===== config.mk =====
export PLATFORM = sky130hd
export DESIGN_NAME = control_unit_flat
export DESIGN_NICKNAME = d
export VERILOG_FILES = /design/src/rtl/control_unit_pkg.sv /design/src/rtl/control_unit_if.sv /design/src/rtl/control_unit_instr_decoder.sv /design/src/rtl/control_unit.sv /design/src/flat_wrapper.sv
export SDC_FILE = /design/constraint.sdc
export NUM_CORES = 1
export LEC_CHECK = 0
export CAP_MARGIN = 30
export CORE_MARGIN = 5
export CORE_UTILIZATION = 40
export DETAILED_ROUTE_END_ITERATION = 7
export PLACE_DENSITY = 0.88
export SYNTH_ARGS = -nofsm -noshare
export SYNTH_HDL_FRONTEND = slang
export SYNTH_SLANG_ARGS = --single-unit

===== constraint.sdc =====
create_clock -name Clk -period 2.5 [get_ports Clk]
set_input_delay 0.5 -clock Clk [delete_from_list [all_inputs] [get_ports Clk]]
set_output_delay 0.5 -clock Clk [all_outputs]
set_load 0.005 [all_outputs]

===== src/rtl/control_unit_pkg.sv =====
// Shared types and encodings for the multi-cycle MIPS-subset control unit:
// state codes, instruction classes, ALU op codes and datapath select values.
package control_unit_pkg;

   // State code doubles as the ramAddress trace value.
   typedef enum logic [8:0] {
      S_RESET    = 9'd0,
      S_FETCH0   = 9'd1,
      S_FETCH1   = 9'd2,
      S_FETCH2   = 9'd3,
      S_DECODE   = 9'd4,
      S_EXEC_R   = 9'd5,
      S_EXEC_I   = 9'd6,
      S_WB       = 9'd7,
      S_MEM_ADDR = 9'd8,
      S_MEM_RD   = 9'd9,
      S_MEM_WB   = 9'd10,
      S_MEM_WR   = 9'd11,
      S_BRANCH   = 9'd12,
      S_JUMP     = 9'd13,
      S_INT      = 9'd14
   } state_t;

   typedef enum logic [3:0] {
      ALU_ADD  = 4'd0,  ALU_SUB  = 4'd1,  ALU_AND  = 4'd2,  ALU_OR   = 4'd3,
      ALU_XOR  = 4'd4,  ALU_NOR  = 4'd5,  ALU_SLL  = 4'd6,  ALU_SRL  = 4'd7,
      ALU_SRA  = 4'd8,  ALU_SLT  = 4'd9,  ALU_PASSA = 4'd10, ALU_PASSB = 4'd11,
      ALU_LUI  = 4'd12, ALU_MULT = 4'd13, ALU_DIV  = 4'd14
   } alu_op_t;

   typedef enum logic [3:0] {
      CLS_NOP    = 4'd0,
      CLS_R      = 4'd1,
      CLS_MULDIV = 4'd2,
      CLS_I      = 4'd3,
      CLS_LOAD   = 4'd4,
      CLS_STORE  = 4'd5,
      CLS_BEQ    = 4'd6,
      CLS_BNE    = 4'd7,
      CLS_J      = 4'd8
   } cls_t;

   localparam logic [5:0] OP_RTYPE = 6'h00, OP_J    = 6'h02, OP_BEQ  = 6'h04, OP_BNE = 6'h05;
   localparam logic [5:0] OP_ADDI  = 6'h08, OP_ADDIU = 6'h09, OP_SLTI = 6'h0A;
   localparam logic [5:0] OP_ANDI  = 6'h0C, OP_ORI  = 6'h0D, OP_XORI = 6'h0E, OP_LUI = 6'h0F;
   localparam logic [5:0] OP_LB    = 6'h20, OP_LH   = 6'h21, OP_LW   = 6'h23;
   localparam logic [5:0] OP_LBU   = 6'h24, OP_LHU  = 6'h25;
   localparam logic [5:0] OP_SB    = 6'h28, OP_SH   = 6'h29, OP_SW   = 6'h2B;

   localparam logic [5:0] FN_SLL  = 6'h00, FN_SRL  = 6'h02, FN_SRA  = 6'h03;
   localparam logic [5:0] FN_MULT = 6'h18, FN_DIV  = 6'h1A;
   localparam logic [5:0] FN_ADD  = 6'h20, FN_ADDU = 6'h21, FN_SUB  = 6'h22, FN_SUBU = 6'h23;
   localparam logic [5:0] FN_AND  = 6'h24, FN_OR   = 6'h25, FN_XOR  = 6'h26, FN_NOR  = 6'h27;
   localparam logic [5:0] FN_SLT  = 6'h2A, FN_SLTU = 6'h2B;

   localparam logic [1:0] SZ_BYTE = 2'b00, SZ_HALF = 2'b01, SZ_WORD = 2'b10;
   localparam logic [1:0] SGN_UNS = 2'b00, SGN_SIG = 2'b01;
   localparam logic [1:0] MUX_RT  = 2'b00, MUX_IMM = 2'b01, MUX_PC4 = 2'b10, MUX_BR = 2'b11;

   typedef struct packed {
      cls_t       cls;
      alu_op_t    op;
      logic [1:0] sign;
      logic [1:0] size;
      logic       sext;
   } dec_t;

   typedef struct packed {
      logic       rf_rw;
      logic [4:0] rd;
      logic [4:0] rs;
      logic [4:0] rt;
      logic [1:0] sign;
      alu_op_t    op;
      logic [1:0] size;
      logic       mfa;
      logic       ram_rw;
      logic       rf_en;
      logic       pc_en;
      logic       ir_en;
      logic       mar_en;
      logic       mdr_en;
      logic [1:0] mux1;
      logic       mux2;
      logic       mux3;
      logic       mux4;
   } ctrl_t;

   function automatic logic [4:0] fld_rs(input logic [31:0] i);
      return i[25:21];
   endfunction

   function automatic logic [4:0] fld_rt(input logic [31:0] i);
      return i[20:16];
   endfunction

   function automatic logic [4:0] fld_rd(input logic [31:0] i);
      return i[15:11];
   endfunction

endpackage


===== src/rtl/control_unit_if.sv =====
// Datapath-facing bundle of the control unit: instruction/status in, controls out.
interface control_unit_if;
   logic [31:0] instruction;
   logic [3:0]  aluCarryFlags;
   logic        ramMFC;
   logic        hardwareInterrupt;
   logic        maskableInterrupt;
   logic        regFileRW;
   logic [4:0]  regFileRD;
   logic [4:0]  regFileRS;
   logic [4:0]  regFileRT;
   logic [1:0]  aluSign;
   logic [3:0]  aluOperation;
   logic [1:0]  ramDataSize;
   logic        ramMFA;
   logic        ramRW;
   logic [8:0]  ramAddress;
   logic        regFileEnable;
   logic        pcEnable;
   logic        irEnable;
   logic        marEnable;
   logic        mdrEnable;
   logic [1:0]  muxSignals;
   logic        muxSignals2;
   logic        muxSignals3;
   logic        muxSignals4;

   modport master (
      input  instruction, aluCarryFlags, ramMFC, hardwareInterrupt, maskableInterrupt,
      output regFileRW, regFileRD, regFileRS, regFileRT, aluSign, aluOperation,
             ramDataSize, ramMFA, ramRW, ramAddress, regFileEnable, pcEnable,
             irEnable, marEnable, mdrEnable, muxSignals, muxSignals2, muxSignals3,
             muxSignals4
   );

   modport slave (
      output instruction, aluCarryFlags, ramMFC, hardwareInterrupt, maskableInterrupt,
      input  regFileRW, regFileRD, regFileRS, regFileRT, aluSign, aluOperation,
             ramDataSize, ramMFA, ramRW, ramAddress, regFileEnable, pcEnable,
             irEnable, marEnable, mdrEnable, muxSignals, muxSignals2, muxSignals3,
             muxSignals4
   );
endinterface


===== src/rtl/control_unit_instr_decoder.sv =====
// Maps the IR word to an instruction class plus ALU op, signedness, access
// size and immediate extension; unsupported encodings decode as NOP.
module instr_decoder
   import control_unit_pkg::*;
(
   input  logic [31:0] instruction,
   output dec_t        dec
);
   logic [5:0] opcode;
   logic [5:0] funct;
   logic       unused_fields;

   assign opcode        = instruction[31:26];
   assign funct         = instruction[5:0];
   assign unused_fields = ^instruction[25:6];

   always_comb begin
      dec = '{cls: CLS_NOP, op: ALU_ADD, sign: SGN_UNS, size: SZ_WORD, sext: 1'b0};
      case (opcode)
         OP_RTYPE: begin
            dec.cls = CLS_R;
            case (funct)
               FN_ADD:  begin dec.op = ALU_ADD; dec.sign = SGN_SIG; end
               FN_ADDU: dec.op = ALU_ADD;
               FN_SUB:  begin dec.op = ALU_SUB; dec.sign = SGN_SIG; end
               FN_SUBU: dec.op = ALU_SUB;
               FN_AND:  dec.op = ALU_AND;
               FN_OR:   dec.op = ALU_OR;
               FN_XOR:  dec.op = ALU_XOR;
               FN_NOR:  dec.op = ALU_NOR;
               FN_SLT:  begin dec.op = ALU_SLT; dec.sign = SGN_SIG; end
               FN_SLTU: dec.op = ALU_SLT;
               FN_SLL:  dec.op = ALU_SLL;
               FN_SRL:  dec.op = ALU_SRL;
               FN_SRA:  dec.op = ALU_SRA;
               FN_MULT: begin dec.cls = CLS_MULDIV; dec.op = ALU_MULT; dec.sign = SGN_SIG; end
               FN_DIV:  begin dec.cls = CLS_MULDIV; dec.op = ALU_DIV;  dec.sign = SGN_SIG; end
               default: dec.cls = CLS_NOP;
            endcase
         end
         OP_ADDI:  begin dec.cls = CLS_I; dec.op = ALU_ADD; dec.sign = SGN_SIG; dec.sext = 1'b1; end
         OP_ADDIU: begin dec.cls = CLS_I; dec.op = ALU_ADD; dec.sext = 1'b1; end
         OP_SLTI:  begin dec.cls = CLS_I; dec.op = ALU_SLT; dec.sign = SGN_SIG; dec.sext = 1'b1; end
         OP_ANDI:  begin dec.cls = CLS_I; dec.op = ALU_AND; end
         OP_ORI:   begin dec.cls = CLS_I; dec.op = ALU_OR;  end
         OP_XORI:  begin dec.cls = CLS_I; dec.op = ALU_XOR; end
         OP_LUI:   begin dec.cls = CLS_I; dec.op = ALU_LUI; end
         OP_LB:    begin dec.cls = CLS_LOAD; dec.size = SZ_BYTE; dec.sign = SGN_SIG; dec.sext = 1'b1; end
         OP_LBU:   begin dec.cls = CLS_LOAD; dec.size = SZ_BYTE; dec.sext = 1'b1; end
         OP_LH:    begin dec.cls = CLS_LOAD; dec.size = SZ_HALF; dec.sign = SGN_SIG; dec.sext = 1'b1; end
         OP_LHU:   begin dec.cls = CLS_LOAD; dec.size = SZ_HALF; dec.sext = 1'b1; end
         OP_LW:    begin dec.cls = CLS_LOAD; dec.size = SZ_WORD; dec.sext = 1'b1; end
         OP_SB:    begin dec.cls = CLS_STORE; dec.size = SZ_BYTE; dec.sext = 1'b1; end
         OP_SH:    begin dec.cls = CLS_STORE; dec.size = SZ_HALF; dec.sext = 1'b1; end
         OP_SW:    begin dec.cls = CLS_STORE; dec.size = SZ_WORD; dec.sext = 1'b1; end
         OP_BEQ:   begin dec.cls = CLS_BEQ; dec.op = ALU_SUB; end
         OP_BNE:   begin dec.cls = CLS_BNE; dec.op = ALU_SUB; end
         OP_J:     dec.cls = CLS_J;
         default:  dec.cls = CLS_NOP;
      endcase
   end

endmodule


===== src/rtl/control_unit.sv =====
// Multi-cycle sequencer: fetch/decode/execute/memory/write-back FSM with
// Moore outputs decoded from the state register and the IR fields.
module control_unit
   import control_unit_pkg::*;
(
   input  logic           Clk,
   input  logic           reset,
   control_unit_if.master bus
);
   state_t     state_q, state_d;
   logic       phase_q, phase_d;
   logic       take_q, take_d;
   logic       ie_q, ie_d;
   dec_t       dec;
   ctrl_t      ctl;
   logic [4:0] rs_f, rt_f, rd_f, dest;
   logic       z_flag, int_req;
   logic       unused_bits;

   instr_decoder u_dec (
      .instruction (bus.instruction),
      .dec         (dec)
   );

   assign rs_f        = fld_rs(bus.instruction);
   assign rt_f        = fld_rt(bus.instruction);
   assign rd_f        = fld_rd(bus.instruction);
   assign z_flag      = bus.aluCarryFlags[2];
   assign int_req     = bus.hardwareInterrupt | (bus.maskableInterrupt & ie_q);
   assign dest        = (dec.cls == CLS_I) ? rt_f : rd_f;
   assign unused_bits = ^{bus.aluCarryFlags[3], bus.aluCarryFlags[1:0], bus.instruction[10:6]};

   // MEM_ADDR and BRANCH each take two cycles; phase_q tracks which half.
   always_comb begin
      state_d = state_q;
      phase_d = phase_q;
      take_d  = take_q;
      ie_d    = ie_q;
      case (state_q)
         S_RESET:  state_d = S_FETCH0;
         S_FETCH0: begin
            if (int_req) begin
               state_d = S_INT;
               ie_d    = 1'b0;
            end else begin
               state_d = S_FETCH1;
            end
         end
         S_FETCH1: if (bus.ramMFC) state_d = S_FETCH2;
         S_FETCH2: state_d = S_DECODE;
         S_DECODE: begin
            phase_d = 1'b0;
            case (dec.cls)
               CLS_R, CLS_MULDIV:   state_d = S_EXEC_R;
               CLS_I:               state_d = S_EXEC_I;
               CLS_LOAD, CLS_STORE: state_d = S_MEM_ADDR;
               CLS_BEQ, CLS_BNE:    state_d = S_BRANCH;
               CLS_J:               state_d = S_JUMP;
               default:             state_d = S_FETCH0;
            endcase
         end
         S_EXEC_R: state_d = (dec.cls == CLS_MULDIV) ? S_FETCH0 : S_WB;
         S_EXEC_I: state_d = S_WB;
         S_WB:     state_d = S_FETCH0;
         S_MEM_ADDR: begin
            phase_d = ~phase_q;
            if (phase_q) state_d = (dec.cls == CLS_LOAD) ? S_MEM_RD : S_MEM_WR;
         end
         S_MEM_RD: if (bus.ramMFC) state_d = S_MEM_WB;
         S_MEM_WB: state_d = S_FETCH0;
         S_MEM_WR: if (bus.ramMFC) state_d = S_FETCH0;
         S_BRANCH: begin
            phase_d = ~phase_q;
            if (!phase_q) take_d = (dec.cls == CLS_BEQ) ? z_flag : ~z_flag;
            else          state_d = S_FETCH0;
         end
         S_JUMP:   state_d = S_FETCH0;
         S_INT:    state_d = S_FETCH0;
         default:  state_d = S_FETCH0;
      endcase
   end

   always_ff @(posedge Clk or negedge reset) begin
      if (!reset) begin
         state_q <= S_RESET;
         phase_q <= 1'b0;
         take_q  <= 1'b0;
         ie_q    <= 1'b1;
      end else begin
         state_q <= state_d;
         phase_q <= phase_d;
         take_q  <= take_d;
         ie_q    <= ie_d;
      end
   end

   // WB keeps the execute-stage operand selects so the ALU result stays valid.
   always_comb begin
      ctl = '0;
      case (state_q)
         S_FETCH0: ctl.mar_en = 1'b1;
         S_FETCH1: begin
            ctl.mfa    = 1'b1;
            ctl.ram_rw = 1'b1;
            ctl.size   = SZ_WORD;
            ctl.mdr_en = 1'b1;
         end
         S_FETCH2: begin
            ctl.ir_en = 1'b1;
            ctl.pc_en = 1'b1;
            ctl.mux1  = MUX_PC4;
            ctl.op    = ALU_ADD;
         end
         S_EXEC_R, S_EXEC_I, S_WB: begin
            ctl.rs   = rs_f;
            ctl.op   = dec.op;
            ctl.sign = dec.sign;
            if (dec.cls == CLS_I) begin
               ctl.mux1 = MUX_IMM;
               ctl.mux4 = dec.sext;
               ctl.rd   = rt_f;
            end else begin
               ctl.rt   = rt_f;
               ctl.mux1 = MUX_RT;
               ctl.mux3 = (dec.cls == CLS_MULDIV);
               ctl.rd   = (dec.cls == CLS_MULDIV) ? 5'd0 : rd_f;
            end
            if (state_q == S_WB) begin
               ctl.rf_en = 1'b1;
               ctl.rf_rw = (dest != 5'd0);
            end
         end
         S_MEM_ADDR: begin
            ctl.rs     = rs_f;
            ctl.mux1   = MUX_IMM;
            ctl.mux4   = 1'b1;
            ctl.op     = ALU_ADD;
            ctl.mar_en = 1'b1;
            ctl.sign   = dec.sign;
         end
         S_MEM_RD: begin
            ctl.mfa    = 1'b1;
            ctl.ram_rw = 1'b1;
            ctl.mdr_en = 1'b1;
            ctl.size   = dec.size;
            ctl.sign   = dec.sign;
         end
         S_MEM_WB: begin
            ctl.rf_en = 1'b1;
            ctl.rd    = rt_f;
            ctl.rf_rw = (rt_f != 5'd0);
            ctl.size  = dec.size;
            ctl.sign  = dec.sign;
         end
         S_MEM_WR: begin
            ctl.rt     = rt_f;
            ctl.mux2   = 1'b1;
            ctl.mdr_en = 1'b1;
            ctl.mfa    = 1'b1;
            ctl.size   = dec.size;
            ctl.sign   = dec.sign;
         end
         S_BRANCH: begin
            if (!phase_q) begin
               ctl.rs   = rs_f;
               ctl.rt   = rt_f;
               ctl.op   = ALU_SUB;
               ctl.mux1 = MUX_RT;
            end else if (take_q) begin
               ctl.pc_en = 1'b1;
               ctl.mux1  = MUX_BR;
               ctl.mux4  = 1'b1;
               ctl.op    = ALU_ADD;
            end
         end
         S_JUMP: ctl.pc_en = 1'b1;
         S_INT: begin
            ctl.pc_en = 1'b1;
            ctl.op    = ALU_PASSB;
         end
         default: ;
      endcase
   end

   assign bus.regFileRW     = ctl.rf_rw;
   assign bus.regFileRD     = ctl.rd;
   assign bus.regFileRS     = ctl.rs;
   assign bus.regFileRT     = ctl.rt;
   assign bus.aluSign       = ctl.sign;
   assign bus.aluOperation  = ctl.op;
   assign bus.ramDataSize   = ctl.size;
   assign bus.ramMFA        = ctl.mfa;
   assign bus.ramRW         = ctl.ram_rw;
   assign bus.ramAddress    = state_q;
   assign bus.regFileEnable = ctl.rf_en;
   assign bus.pcEnable      = ctl.pc_en;
   assign bus.irEnable      = ctl.ir_en;
   assign bus.marEnable     = ctl.mar_en;
   assign bus.mdrEnable     = ctl.mdr_en;
   assign bus.muxSignals    = ctl.mux1;
   assign bus.muxSignals2   = ctl.mux2;
   assign bus.muxSignals3   = ctl.mux3;
   assign bus.muxSignals4   = ctl.mux4;

endmodule


===== src/flat_wrapper.sv =====
// flat-port wrapper written by rule: the top's interface ports become plain ports
module control_unit_flat import control_unit_pkg::*;
  (Clk, reset, bus_instruction, bus_aluCarryFlags, bus_ramMFC, bus_hardwareInterrupt, bus_maskableInterrupt, bus_regFileRW, bus_regFileRD, bus_regFileRS, bus_regFileRT, bus_aluSign, bus_aluOperation, bus_ramDataSize, bus_ramMFA, bus_ramRW, bus_ramAddress, bus_regFileEnable, bus_pcEnable, bus_irEnable, bus_marEnable, bus_mdrEnable, bus_muxSignals, bus_muxSignals2, bus_muxSignals3, bus_muxSignals4);
  control_unit_if bus_i ();
  input  logic Clk;
  input  logic reset;
  input wire logic [$bits(bus_i.instruction)-1:0] bus_instruction;
  input wire logic [$bits(bus_i.aluCarryFlags)-1:0] bus_aluCarryFlags;
  input wire logic [$bits(bus_i.ramMFC)-1:0] bus_ramMFC;
  input wire logic [$bits(bus_i.hardwareInterrupt)-1:0] bus_hardwareInterrupt;
  input wire logic [$bits(bus_i.maskableInterrupt)-1:0] bus_maskableInterrupt;
  output wire logic [$bits(bus_i.regFileRW)-1:0] bus_regFileRW;
  output wire logic [$bits(bus_i.regFileRD)-1:0] bus_regFileRD;
  output wire logic [$bits(bus_i.regFileRS)-1:0] bus_regFileRS;
  output wire logic [$bits(bus_i.regFileRT)-1:0] bus_regFileRT;
  output wire logic [$bits(bus_i.aluSign)-1:0] bus_aluSign;
  output wire logic [$bits(bus_i.aluOperation)-1:0] bus_aluOperation;
  output wire logic [$bits(bus_i.ramDataSize)-1:0] bus_ramDataSize;
  output wire logic [$bits(bus_i.ramMFA)-1:0] bus_ramMFA;
  output wire logic [$bits(bus_i.ramRW)-1:0] bus_ramRW;
  output wire logic [$bits(bus_i.ramAddress)-1:0] bus_ramAddress;
  output wire logic [$bits(bus_i.regFileEnable)-1:0] bus_regFileEnable;
  output wire logic [$bits(bus_i.pcEnable)-1:0] bus_pcEnable;
  output wire logic [$bits(bus_i.irEnable)-1:0] bus_irEnable;
  output wire logic [$bits(bus_i.marEnable)-1:0] bus_marEnable;
  output wire logic [$bits(bus_i.mdrEnable)-1:0] bus_mdrEnable;
  output wire logic [$bits(bus_i.muxSignals)-1:0] bus_muxSignals;
  output wire logic [$bits(bus_i.muxSignals2)-1:0] bus_muxSignals2;
  output wire logic [$bits(bus_i.muxSignals3)-1:0] bus_muxSignals3;
  output wire logic [$bits(bus_i.muxSignals4)-1:0] bus_muxSignals4;
  assign bus_i.instruction = bus_instruction;
  assign bus_i.aluCarryFlags = bus_aluCarryFlags;
  assign bus_i.ramMFC = bus_ramMFC;
  assign bus_i.hardwareInterrupt = bus_hardwareInterrupt;
  assign bus_i.maskableInterrupt = bus_maskableInterrupt;
  assign bus_regFileRW = bus_i.regFileRW;
  assign bus_regFileRD = bus_i.regFileRD;
  assign bus_regFileRS = bus_i.regFileRS;
  assign bus_regFileRT = bus_i.regFileRT;
  assign bus_aluSign = bus_i.aluSign;
  assign bus_aluOperation = bus_i.aluOperation;
  assign bus_ramDataSize = bus_i.ramDataSize;
  assign bus_ramMFA = bus_i.ramMFA;
  assign bus_ramRW = bus_i.ramRW;
  assign bus_ramAddress = bus_i.ramAddress;
  assign bus_regFileEnable = bus_i.regFileEnable;
  assign bus_pcEnable = bus_i.pcEnable;
  assign bus_irEnable = bus_i.irEnable;
  assign bus_marEnable = bus_i.marEnable;
  assign bus_mdrEnable = bus_i.mdrEnable;
  assign bus_muxSignals = bus_i.muxSignals;
  assign bus_muxSignals2 = bus_i.muxSignals2;
  assign bus_muxSignals3 = bus_i.muxSignals3;
  assign bus_muxSignals4 = bus_i.muxSignals4;
  control_unit u_core (.Clk(Clk), .reset(reset), .bus(bus_i));
endmodule

==> results.py, run 1 <==
metrics = {
    "logic_synthesis": {
        "yosysSeqAreaShare_pct": 10.9,
        "syn-mean-instance-area_sq_um": 6.32,
        "synth_top_family_by_area": "simple AND/OR/NAND/NOR gates",
        "synth.largest_area_cell": "dfrtp_1",
        "yosys-top-cells-area": "dfrtp_1 (9.3%), nor2_1 (7.0%), nand2_1 (6.5%)",
        "synthMuxAreaShare_pct": 0.696,
        "synth_xor_area_share_pct": 1.62,
        "yosys.area_share.simple_pct": 37.9,
        "synth_seq_cells": 7,
        "synth_top_area_share_pct": 9.27,
        "synth_edf_count": 0,
        "synth_cells": 256,
        "yosysWarnings": 0,
        "synth_flop_cell": "dfrtp_1",
        "synth-compound-area-share_pct": 36.9,
        "yosys.area_share.adder_pct": 0,
        "syn_area_sq_um": 1620,
        "synth.distinct_cells": 56,
        "async_flop_share_pct": 100,
    },
    "drt": {
        "wl_um": 6930,
        "routedWlPerCell_um": 16.5,
        "route.detailed.drc": 0,
        "vias_per_cell": 5.84,
        "drtAntennaViolNets": 0,
        "vias": 2452,
        "initialDrtViolationCount": 335,
        "drt_pass1_iterations": 5,
    },
    "global_routing": {
        "antenna_found_initial": 0,
        "grt_pass1_wl_um": 10400,
        "overflow": 0,
        "grtUsageMet2_pct": 43.4,
        "grt_max_degree": 22,
        "grt_use_total_pct": 23.8,
        "gr-usage-met3_pct": 3.69,
        "global_route.usage.met1_pct": 28.3,
        "grt_pass1_vias": 2269,
        "grt-busiest-layer": "met2",
    },
    "cells_and_area": {
        "drive_above_1_share_pct": 32.2,
        "fin_nets": 412,
        "area_growth_pct": 79.2,
        "diodes": 0,
        "fin_cells": 420,
    },
    "worst_hold_path": {
        "worstHoldPathCells": 1,
        "hold_path.startpoint": "u_core.ie_q",
        "hp-class": "reg2reg",
        "hold-path-endpoint": "u_core.ie_q",
    },
    "clock_tree": {
        "htree_levels": 1,
        "insertion_delay_ns": 0.23,
        "numCtsBuffers": 3,
        "hold_buffers": 0,
        "clockBufferDepth": 2,
        "cts-root-buf": "clkbuf_8",
        "cts_tree": "yes",
        "cts_sinks": 7,
        "clk_pin_slew_ns": 0.04,
    },
    "job": {
        "max_cap_viol_count": 0,
    },
    "run_status": {
        "status": "complete, no violations",
    },
    "critical_path": {
        "critPathKind": "reg2out",
        "critPathLaunchType": "flip-flop",
        "crit-reg2reg-launch": "u_core.bus.ramAddress[1]",
        "timing.reg2reg.worst_path_depth": 4,
        "crit_fanout": 5,
        "arrival_ns": 1.98,
        "worstPathRequired_ns": 2.00,
        "cp-end-kind": "primary output",
        "r2r-end": "u_core.take_q",
        "regToRegSetupSlack_ns": 0.88,
    },
    "placement": {
        "place_inst": 408,
        "globalplace.congestion": 0.970,
        "dp_hpwl_um": 5060,
        "io_buffer_count": 71,
    },
    "floorplanning": {
        "dieArea_sq_um": 5420,
        "start_util_pct": 40.8,
        "die_y_um": 73.6,
        "io_pins": 86,
        "row_count": 23,
        "die_width_um": 73.6,
        "core_area_sq_um": 3970,
    },
    "sta": {
        "relSlewSlack_pct": 58.1,
        "holdWs_ns": 0.493,
        "clock-skew-final_ns": 0.00357,
        "period_share_pct": 99.0,
        "tightest_slew_ns": 0.612,
        "report.final.slew_viol_count": 0,
        "fin_crit_ns": 2.48,
        "fmax_mhz": 404,
        "setup-violations-final": 0,
        "finalHoldViolCount": 0,
        "tns_ns": 0,
    },
    "pwr": {
        "total_power_mw": 2.12,
        "leakage_nw": 1.22,
        "powerDensity_nw_per_um2": 729,
        "peakVddDrop_mv": 0.355,
    },
}
[where the power goes]
group	switching [mW]	internal, mW
sequential	0.0757	0.167
clock	0.0487	0.110
combinational	0.866	0.848
total	0.991	1.12
[logic make-up after synthesis]
kind of cell    after synthesis
mux                           1
xor+xnor                      3
compound gates               88
other cells                   1
buf+inv                      40
simple gates                116
flops                         7
[state kept, by name, summed over array words and instances (netlist names)]
name,count
u_core.phase_q,1
u_core.ie_q,1
u_core.bus.ramAddress,4
u_core.take_q,1
[metrics by stage]
step / setup WS, ns / instance area (sq um) / utilization (%)
after CTS: 0.00432 / 2860 / 72.0
after floorplan: 0.386 / 1640 / -
after detailed placement: -0.666 / 2680 / 67.6
after global placement: -0.588 / 2680 / 67.6
final: 0.0245 / 2900 / 73.1
after global routing: -0.0302 / 2900 / 73.1
[layer usage]
| layer | wire, um | up-vias | part of all wire, % |
|---|---|---|---|
| li1 | - | 1147 | - |
| met1 | 2560 | 1111 | 37 |
| met2 | 3620 | 166 | 52 |
| met3 | 542 | 28 | 7.8 |
| met4 | 209 | 0 | 3.0 |
| met5 | 0 | - | 0 |
[worst max path at each step]
stage / start / end / slack, ns / cells past startpoint
after floorplan: bus_instruction[30] / bus_aluSign[0] / 0.39 / 5
after global placement: bus_instruction[26] / bus_aluOperation[3] / -0.59 / 8
after detailed placement: bus_instruction[26] / bus_aluSign[0] / -0.67 / 6
after CTS: bus_instruction[27] / bus_regFileRD[2] / 0.004 / 9
after global routing: bus_instruction[0] / bus_aluOperation[3] / -0.03 / 8
final: u_core.bus.ramAddress[1] / bus_regFileRS[4] / 0.02 / 7
[critical path: stages (launching register included)]
cell and delay, ns:
dfrtp_1 0.42, nor2_2 0.14, buf_4 0.15, nand2_1 0.12, a21oi_2 0.18, nor2_2 0.10
nor2b_1 0.13, clkdlybuf4s50_1 0.52
[final cells by class]
| type | count | area, sq um |
|---|---|---|
| clock buffer | 4 | 45.0 |
| fill | 305 | 1070 |
| inverter | 12 | 45.0 |
| multi-input combinational | 214 | 1430 |
| sequential | 7 | 178 |
| tap | 50 | 62.6 |
| timing repair buffer | 133 | 1150 |
[synth_stat cells, drive strengths merged (3+ instances only)]
master  count
o211ai      4
nand2b      5
dfrtp       6
a22oi       4
nand2      28
a211oi      3
buf        19
nor3b       4
a22o        7
nand3       7
o22ai       6
a21oi      15
nor2b      14
o21ai      21
nor3        6
a31oi       4
and2        9
inv        12
clkbuf      9
nor2       30
o31ai       4
[cells in the final DEF, fill, tap and decap left out, types with 3 or more instances in the layout]
master,synthesis,layout
o31ai_1,4,3
nand2_1,28,26
nand2b_1,5,3
clkbuf_2,0,4
nor3_1,6,5
o211ai_1,4,4
dlygate4sd2_1,0,11
nor2_1,30,24
a22o_1,7,7
buf_4,7,56
o22ai_1,6,5
dfrtp_1,6,5
o21ai_0,20,16
nor2_2,0,4
inv_1,12,11
buf_6,0,5
a22oi_1,4,3
nor2b_1,14,13
nand3_1,7,5
and2_1,8,7
buf_2,11,7
clkdlybuf4s15_1,0,6
a31oi_1,4,4
a21oi_1,15,13
o21ai_1,1,4
clkdlybuf4s50_1,0,38
clkdlybuf4s15_2,0,4
clkbuf_8,0,3
conb_1,1,6
[repair_timing]
item,4_1_cts,5_1_grt
pin swaps,13,9
endpoints found under the setup margin,22,21
buffers inserted,9,0
resized for setup,84,41
Power figures use the tool's default switching activity.
==> run 2, diff against run 1 <==
PLACE_DENSITY = 0.93   (was 0.88)
==> results.py, run 2 (synthesis results as in run 1) <==
metrics = {
    "drt": {
        "initialDrtViolationCount": 475,
        "vias": 2637,
        "drtAntennaViolNets": 0,
        "route.detailed.drc": 0,
        "routedWlPerCell_um": 19.0,
        "vias_per_cell": 6.20,
        "drt_pass1_iterations": 6,
        "wl_um": 8080,
    },
    "clock_tree": {
        "clk_pin_slew_ns": 0.04,
        "insertion_delay_ns": 0.23,
        "clockBufferDepth": 2,
        "cts-root-buf": "clkbuf_8",
        "hold_buffers": 0,
        "htree_levels": 1,
        "numCtsBuffers": 3,
        "cts_sinks": 7,
        "cts_tree": "yes",
    },
    "critical_path": {
        "crit_fanout": 6,
        "critPathLaunchType": "flip-flop",
        "timing.reg2reg.worst_path_depth": 6,
        "critPathKind": "reg2out",
        "cp-end-kind": "primary output",
        "worstPathRequired_ns": 2.00,
        "arrival_ns": 2.04,
    },
    "pwr": {
        "peakVddDrop_mv": 0.352,
        "leakage_nw": 1.28,
        "powerDensity_nw_per_um2": 776,
    },
    "cells_and_area": {
        "fin_nets": 417,
        "drive_above_1_share_pct": 33.3,
        "largest_reg_flops": 4,
        "area_growth_pct": 81.0,
        "fin_cells": 425,
        "layout_common_cells": "buf_4 (63), clkdlybuf4s50_1 (39), nand2_1 (26)",
        "n_fill_cell": 288,
        "diodes": 0,
        "final_common_cell": "buf_4",
    },
    "run_status": {
        "violations": "setup timing",
        "status": "finished, violations left",
    },
    "global_routing": {
        "grt_use_total_pct": 28.8,
        "grt_max_degree": 20,
        "overflow": 0,
        "grt_pass1_wl_um": 12300,
        "grt_pass1_vias": 2631,
        "antenna_found_initial": 0,
    },
    "sta": {
        "tns_ns": -0.0896,
        "setup-violations-final": 5,
        "rsz0062_at_grt": "true",
        "relSlewSlack_pct": 53.1,
        "period_share_pct": 102,
        "fmax_mhz": 393,
        "holdWs_ns": 0.489,
        "tightest_slew_ns": 0.685,
        "report.final.slew_viol_count": 0,
        "finalHoldViolCount": 0,
        "clock-skew-final_ns": 0.00370,
        "fin_crit_ns": 2.54,
        "setup_ws_ns": -0.0435,
    },
    "placement": {
        "place_inst": 408,
        "globalplace.congestion": 1.04,
        "dp_hpwl_um": 5320,
        "io_buffer_count": 71,
    },
    "floorplanning": {
        "row_count": 23,
        "die_width_um": 73.6,
        "core_area_sq_um": 3970,
        "die_y_um": 73.6,
        "dieArea_sq_um": 5420,
        "io_pins": 86,
        "start_util_pct": 40.8,
    },
    "worst_hold_path": {
        "worstHoldPathCells": 1,
        "hp-class": "reg2reg",
    },
    "job": {
        "max_cap_viol_count": 0,
    },
}
## run 2: cell types whose count changed in the layout (fill, tap and decap cells not counted), moves of 2 or more
cell,delta
buf_4,+7
nor3b_2,-2
nand3_1,+2
nand3_2,-2
buf_2,+5
dlymetal6s2s_1,+2
clkdlybuf4s15_1,-6
## run 2: metrics by stage
step | setup slack (ns) | util, % | power [mW] | area, sq um
after floorplan | 0.386 | - | 1.06 | 1640
after global placement | -0.644 | 67.3 | 1.80 | 2670
after detailed placement | -0.702 | 67.3 | 1.86 | 2670
after CTS | -0.0592 | 72.3 | 2.12 | 2870
after global routing | -0.0989 | 73.8 | 2.42 | 2930
final | -0.0435 | 73.8 | 2.27 | 2930
## run 2: final timing paths
path / slack, ns / start / to
max: -0.04 / u_core.bus.ramAddress[1] / bus_muxSignals[0]
min: 0.49 / u_core.ie_q / u_core.ie_q
max reg2reg: 0.82 / u_core.bus.ramAddress[0] / u_core.bus.ramAddress[1]
min reg2reg: 0.49 / u_core.ie_q / u_core.ie_q
max in group asynchronous: 1.67 / reset / u_core.ie_q
min in group asynchronous: 0.54 / reset / u_core.bus.ramAddress[3]
## run 2: per-layer routing
layer / GRT usage, % / vias up / routed length [um]
met4: 18.1 / 0 / 521
li1: - / 1155 / -
met1: 31.3 / 1197 / 2780
met2: 50.8 / 224 / 4050
met3: 5.20 / 61 / 733
met5: 0 / - / 0
## run 2: power by group
part / total [mW] / leakage (nW) / switching (mW) / internal, mW
logic: 1.86 / 1.18 / 0.963 / 0.901
registers: 0.245 / 0.0835 / 0.0784 / 0.167
clock network: 0.164 / 0.0228 / 0.0529 / 0.111
## run 2: cell type report
class,count,area [sq um],area share [%]
clock buffers,4,45.0,1.54
inverters,12,45.0,1.54
flip-flops and latches,7,178,6.06
well taps,50,62.6,2.13
repair buffers,138,1150,39.2
multi-input cells,214,1450,49.6
## run 2: worst max-delay path, cell delays in order, from the launching register on
cell and delay (ns):
dfrtp_1 0.44, or2_1 0.28, nand2_1 0.17, buf_4 0.19, o21bai_1 0.16, clkdlybuf4s50_1 0.58
## run 2: repair_timing
action / 4_1_cts / 5_1_grt
pin swaps: 16 / 14
setup buffers: 9 / 4
gates resized for setup: 109 / 23
setup endpoints to repair: 26 / 27
gates cloned: 0 / 0
